[src/rtl/skid_pipe_reg_pkg.sv]
// Shared types for the elastic skid pipeline register.
package skid_pipe_reg_pkg;

  typedef enum logic [1:0] {
    EMPTY = 2'b00,
    BUSY  = 2'b01,
    FULL  = 2'b10
  } skid_state_t;

  localparam int unsigned OCC_W = 2;

  function automatic logic [OCC_W-1:0] skid_occ(input skid_state_t s);
    case (s)
      BUSY:    return 2'd1;
      FULL:    return 2'd2;
      default: return 2'd0;
    endcase
  endfunction

endpackage

[src/rtl/skid_pipe_stage.sv]
// One two-entry skid stage: main drives the output, skid absorbs the
// single entry that arrives while the output is stalled.
module skid_pipe_stage
  import skid_pipe_reg_pkg::*;
#(
  parameter int             N           = 32,
  parameter logic [N-1:0]   RESET_VALUE = '0,
  parameter logic [N-1:0]   CLR_VALUE   = '0
) (
  input  logic             clk,
  input  logic             reset,
  input  logic             flush,
  input  logic             in_valid,
  output logic             in_ready,
  input  logic [N-1:0]     in_data,
  output logic             out_valid,
  input  logic             out_ready,
  output logic [N-1:0]     out_data,
  output logic [OCC_W-1:0] occ_next
);

  skid_state_t  state_p0, state_nxt;
  logic [N-1:0] main_p0, main_nxt;
  logic [N-1:0] skid_p0, skid_nxt;
  logic         in_fire, out_fire;

  assign in_ready  = (state_p0 != FULL);
  assign out_valid = (state_p0 != EMPTY);
  assign out_data  = main_p0;
  assign in_fire   = in_valid & in_ready;
  assign out_fire  = out_valid & out_ready;
  // Occupancy after the coming edge, so the registered count lines up with state.
  assign occ_next  = skid_occ(state_nxt);

  always_comb begin
    state_nxt = state_p0;
    main_nxt  = main_p0;
    skid_nxt  = skid_p0;
    if (flush) begin
      state_nxt = EMPTY;
      main_nxt  = CLR_VALUE;
      skid_nxt  = CLR_VALUE;
    end else begin
      case (state_p0)
        EMPTY: begin
          if (in_fire) begin
            state_nxt = BUSY;
            main_nxt  = in_data;
          end
        end
        BUSY: begin
          if (in_fire && out_fire) begin
            main_nxt = in_data;
          end else if (in_fire) begin
            state_nxt = FULL;
            skid_nxt  = in_data;
          end else if (out_fire) begin
            state_nxt = EMPTY;
          end
        end
        FULL: begin
          if (out_fire) begin
            state_nxt = BUSY;
            main_nxt  = skid_p0;
          end
        end
        default: state_nxt = EMPTY;
      endcase
    end
  end

  // Stage register boundary
  always_ff @(posedge clk or posedge reset) begin
    if (reset) begin
      state_p0 <= EMPTY;
      main_p0  <= RESET_VALUE;
      skid_p0  <= RESET_VALUE;
    end else begin
      state_p0 <= state_nxt;
      main_p0  <= main_nxt;
      skid_p0  <= skid_nxt;
    end
  end

endmodule

[src/rtl/skid_pipe_reg.sv]
// Elastic pipeline register: STAGES cascaded skid stages with registered
// ready/data paths and a registered total-occupancy count.
module skid_pipe_reg
  import skid_pipe_reg_pkg::*;
#(
  parameter int           N           = 32,
  parameter int           STAGES      = 1,
  parameter logic [N-1:0] RESET_VALUE = '0,
  parameter logic [N-1:0] CLR_VALUE   = '0
) (
  input  logic                             clk,
  input  logic                             reset,
  input  logic                             flush,
  input  logic                             in_valid,
  output logic                             in_ready,
  input  logic [N-1:0]                     in_data,
  output logic                             out_valid,
  input  logic                             out_ready,
  output logic [N-1:0]                     out_data,
  output logic [$clog2(2*STAGES+1)-1:0]    count
);

  localparam int CNT_W = $clog2(2*STAGES+1);

  logic             vld_p  [STAGES+1];
  logic             rdy_p  [STAGES+1];
  logic [N-1:0]     data_p [STAGES+1];
  logic [OCC_W-1:0] occ_p  [STAGES];
  logic [CNT_W-1:0] occ_sum;

  assign vld_p[0]       = in_valid;
  assign data_p[0]      = in_data;
  assign in_ready       = rdy_p[0];
  assign out_valid      = vld_p[STAGES];
  assign out_data       = data_p[STAGES];
  assign rdy_p[STAGES]  = out_ready;

  for (genvar k = 0; k < STAGES; k++) begin : g_stage
    skid_pipe_stage #(
      .N           (N),
      .RESET_VALUE (RESET_VALUE),
      .CLR_VALUE   (CLR_VALUE)
    ) u_stage (
      .clk       (clk),
      .reset     (reset),
      .flush     (flush),
      .in_valid  (vld_p[k]),
      .in_ready  (rdy_p[k]),
      .in_data   (data_p[k]),
      .out_valid (vld_p[k+1]),
      .out_ready (rdy_p[k+1]),
      .out_data  (data_p[k+1]),
      .occ_next  (occ_p[k])
    );
  end

  always_comb begin
    occ_sum = '0;
    for (int k = 0; k < STAGES; k++) begin
      occ_sum = occ_sum + CNT_W'(occ_p[k]);
    end
  end

  // Count register boundary
  always_ff @(posedge clk or posedge reset) begin
    if (reset) begin
      count <= '0;
    end else begin
      count <= occ_sum;
    end
  end

endmodule

[config.mk]
export PLATFORM = sky130hd
export DESIGN_NAME = skid_pipe_reg
export DESIGN_NICKNAME = d
export VERILOG_FILES = /design/src/rtl/skid_pipe_reg_pkg.sv /design/src/rtl/skid_pipe_stage.sv /design/src/rtl/skid_pipe_reg.sv
export SDC_FILE = /design/constraint.sdc
export NUM_CORES = 1
export LEC_CHECK = 0
export BUFFER_PORTS_ARGS = -buffer_cell sky130_fd_sc_hd__buf_4
export CAP_MARGIN = 15
export CORE_ASPECT_RATIO = 1.4
export CORE_MARGIN = 8
export CORE_UTILIZATION = 55
export CTS_BUF_LIST = sky130_fd_sc_hd__clkbuf_16
export DETAILED_ROUTE_END_ITERATION = 12
export PLACE_DENSITY = 0.81
export SLEW_MARGIN = 10
export SYNTH_ARGS = -nofsm -noshare
export SYNTH_HDL_FRONTEND = slang
export SYNTH_HIERARCHICAL = 1
export SYNTH_SLANG_ARGS = --single-unit
export TNS_END_PERCENT = 30
[constraint.sdc]
create_clock -name clk -period 6.05 [get_ports clk]
set_input_delay 1.21 -clock clk [delete_from_list [all_inputs] [get_ports clk]]
set_output_delay 1.21 -clock clk [all_outputs]
set_load 0.03 [all_outputs]
==> reports/results.md <==
| Result | This run | Unit |
| --- | --- | --- |
| Number of stages on the worst hold path | 1 | - |
| Post-synthesis to final-layout area growth | 23.9 | % |
| Die Span Y | 107 | µm |
| Count of unresolved DRC violations after routing | 0 | - |
| Cell depth of the worst flop-to-flop path | 3 | - |
| RePlAce Congestion | 0.737 | - |
| Highest-count cells in the layout ignoring fill and taps | buf_4, dfrtp_1, a211oi_1 | - |
| Count of flip-flops with a built-in enable after synthesis | 0 | - |
| GRT Resource Usage Total | 0.190 | - |
| Ant diodes | 0 | - |
| Distinct cell type count after synthesis | 26 | - |
| Mapped cell area | 3240 | µm² |
| Hold/Removal Path Class | reg2reg | - |
| Clock tree from TritonCTS | done | - |
| WL final | 8.01 | mm |
| Post-CTS setup buffers | 0 | - |
| Initial cell density of the core | 0.560 | - |
| Syn Inst Count | 245 | - |
| Worst-case clock buffer depth | 2 | - |
| Post-DR wirelength/cell | 21.2 | µm |
| Most common cell after layout, fill and taps aside | buf_4 | - |
| Design area | 4020 | µm² |
| Power Dens Cells | 301 | nW/µm² |
| Part of the cycle the worst path needs | 0.409 | - |
| PostCTS Resize Cnt | 0 | - |
| # nets final | 341 | - |
| Residual antenna-violating net count after detailed routing | 0 | - |
| Worst Hold Margin | 0.503 | ns |
| Pin count of the biggest net entering global routing | 67 | - |
| Antenna violations before repair | 0 | - |
| Number of clock buffers inserted by TritonCTS | 9 | - |
| Mux cell area share after synthesis | 0.104 | - |
| Kind of start point of the critical path | flip-flop | - |
| Worst Hold End | g_stage[0].u_stage/skid_p0[15] | - |
| Sum Neg Setup Slack | 0 | ns |
| Clock sink count | 68 | - |
| Depth of the CTS H-tree | 3 | - |
| Mean post-synth cell area | 13.2 | µm² |
| Synthesis Warnings | 6 | - |
| First-pass GRT wire length | 12.8 | mm |
| Number of vias after detailed routing | 2368 | - |
| Crit path arrival time | 1.27 | ns |
| Outcome | completed | - |
| End of the worst register-to-register path | g_stage[0].u_stage/out_data[14] | - |
| Drt pass-1 iters | 5 | - |
| Max-cap check violation count | 0 | - |
| Ys flop type | dfrtp_1 | - |
| RSZ-0062 raised after global routing | no | - |
| Total I/O pin count | 73 | - |
| Standard-cell row count | 33 | - |
| Area enclosed by the die boundary | 8640 | µm² |
| Worst hold path startpoint | g_stage[0].u_stage/skid_p0[15] | - |
| Cell area after placement | 3740 | µm² |
| # port buffers | 72 | - |
| Highest ir drop seen on vdd | 0.000207 | V |
| Kind of capture point of the worst setup path | primary output | - |
| Main combinational cell family by area after synthesis | compound AO/OA/AOI/OAI gates | - |
| Share of layout cells above drive strength 1 | 0.414 | - |
| Min cycle time layout | 2.48 | ns |
| Clock Root Buffer | clkbuf_16 | - |
| Vias in the first global route | 2507 | - |
| Cell leakage power | 0.00204 | µW |
| Floorplan die width | 80.9 | µm |
| Share of the synthesized area in compound gates (AO/OA/AOI/OAI) | 0.293 | - |
| Synth Area in Simple Gates | 0.0243 | - |
| Total of flip-flops plus latches after synthesis | 68 | - |
| Endpoints failing hold | 0 | - |
| Reg-to-reg startpoint | g_stage[0].u_stage/state_p0[0] | - |
| Number of nets in the synthesized netlist | 282 | - |
| Final Max Tran Viols | 0 | - |
| Hold-fix buffers at CTS | 0 | - |
| Clock latency on the worst-skew pair | 0.33 | ns |
| Portion of the post-synthesis area used by sequential elements | 0.525 | - |
| Startpoint-to-endpoint class of the critical path | reg2out | - |
| DRC marker count from the first detailed-route iteration | 203 | - |
| Required time at the worst-slack endpoint | 4.84 | ns |
| Peak fanout along the critical path | 8 | - |
| HPWL after detailed placement | 4.80 | mm |
| Setup violation total in the final timing report | 0 | - |
| Fmax | 404 | MHz |
| Share of synthesized cell area in full adder, half adder and majority cells | 0 | - |
| Reg2reg setup slack | 3.70 | ns |
| Clk_skew | 0.00637 | ns |
| Number of vias per cell | 6.28 | - |
| Parity-gate share of the synthesized area counting xor and xnor cells | 0 | - |
| Post-CTS clock slew at the launch and capture registers of the worst setup and hold paths | 0.05 | ns |
| GRT overflow | 0 | - |
| FFs w/ async S/R, synth | 1.00 | - |
| Placeable core region | 5780 | µm² |
| Worst slew margin relative to its limit | 0.299 | - |
| Transition time at the pin with the least slew margin | 1.05 | ns |
## worst max-delay path by stage
stage,start,end,slack [ns],cells after the start
6_report,g_stage[0].u_stage/state_p0[1],out_valid,3.57,2
5_1_grt,out_ready,g_stage[0].u_stage/out_data[14],3.53,4
4_1_cts,out_ready,g_stage[0].u_stage/out_data[14],3.24,4
3_5_place_dp,out_ready,g_stage[0].u_stage/out_data[12],2.91,4
3_3_place_gp,out_ready,g_stage[0].u_stage/out_data[31],2.95,4
2_1_floorplan,reset,g_stage[0].u_stage/out_data[0],3.19,1
## worst max-delay path, cell delays in order (launching register included)
cell and delay (ns):
dfrtp_1 0.46, or2_2 0.31, buf_4 0.17
## where the power goes
group          switching, µW  leakage, µW  total [µW]  internal (µW)
Combinational            137     0.000982         222           85.4
Clock                    174     0.000144         483            309
Sequential              19.4     0.000912         502            483
Total                    330      0.00204        1210            877
## metal layers
layer  track usage  wire (µm)  up-vias  share of wire
met5             0          0        -              0
met4        0.0705        116        0          0.014
met3        0.0578        517       13          0.065
met2         0.293       4150       79           0.52
met1         0.243       3220     1204           0.40
li1              -          -     1072              -
## flip-flops by register name (all words and copies together), names as in the netlist
register and flops:
count 2, g_stage.u_stage/out_data 32, g_stage.u_stage/skid_p0 32, g_stage.u_stage/state_p0 2
## cell type report
type / count / area [µm²]
fill: 425 / 1770
sequential: 68 / 1700
multi-input combinational: 146 / 1370
timing repair buffer: 76 / 571
clock buffer: 9 / 225
tap: 70 / 87.6
clock inverter: 5 / 47.5
inverter: 3 / 11.3
## cells in the mapped netlist (2+ instances only)
cell	instances	area, µm²
a211oi_1	34	255
a211oi_2	30	375
a21oi_1	3	15.0
a22o_1	32	280
and3b_1	2	17.5
buf_2	11	55.1
buf_4	4	30.0
buf_6	3	33.8
clkbuf_1	7	26.3
clkbuf_4	2	15.0
dfrtp_1	68	1700
inv_1	2	7.51
mux2i_1	32	320
nand2_1	2	7.51
nor3_1	2	10.0
## through the flow
stage	instances	worst slack (ns)	power, µW	util
after global routing	377	3.53	1250	0.695
after floorplan	245	3.19	653	-
final	377	3.57	1210	0.695
after CTS	377	3.24	1220	0.694
after detailed placement	363	2.91	731	0.647
after global placement	363	2.95	727	0.647
## logic make-up (layout without fill, tap and decap cells)
family,count (synthesis),in the layout
flip-flops,68,68
AND/OR/NAND/NOR,12,12
AO/OA/AOI/OAI,101,101
multiplexers,33,33
buffers and inverters,31,93
Note: power is estimated with default switching activity, not from simulation.
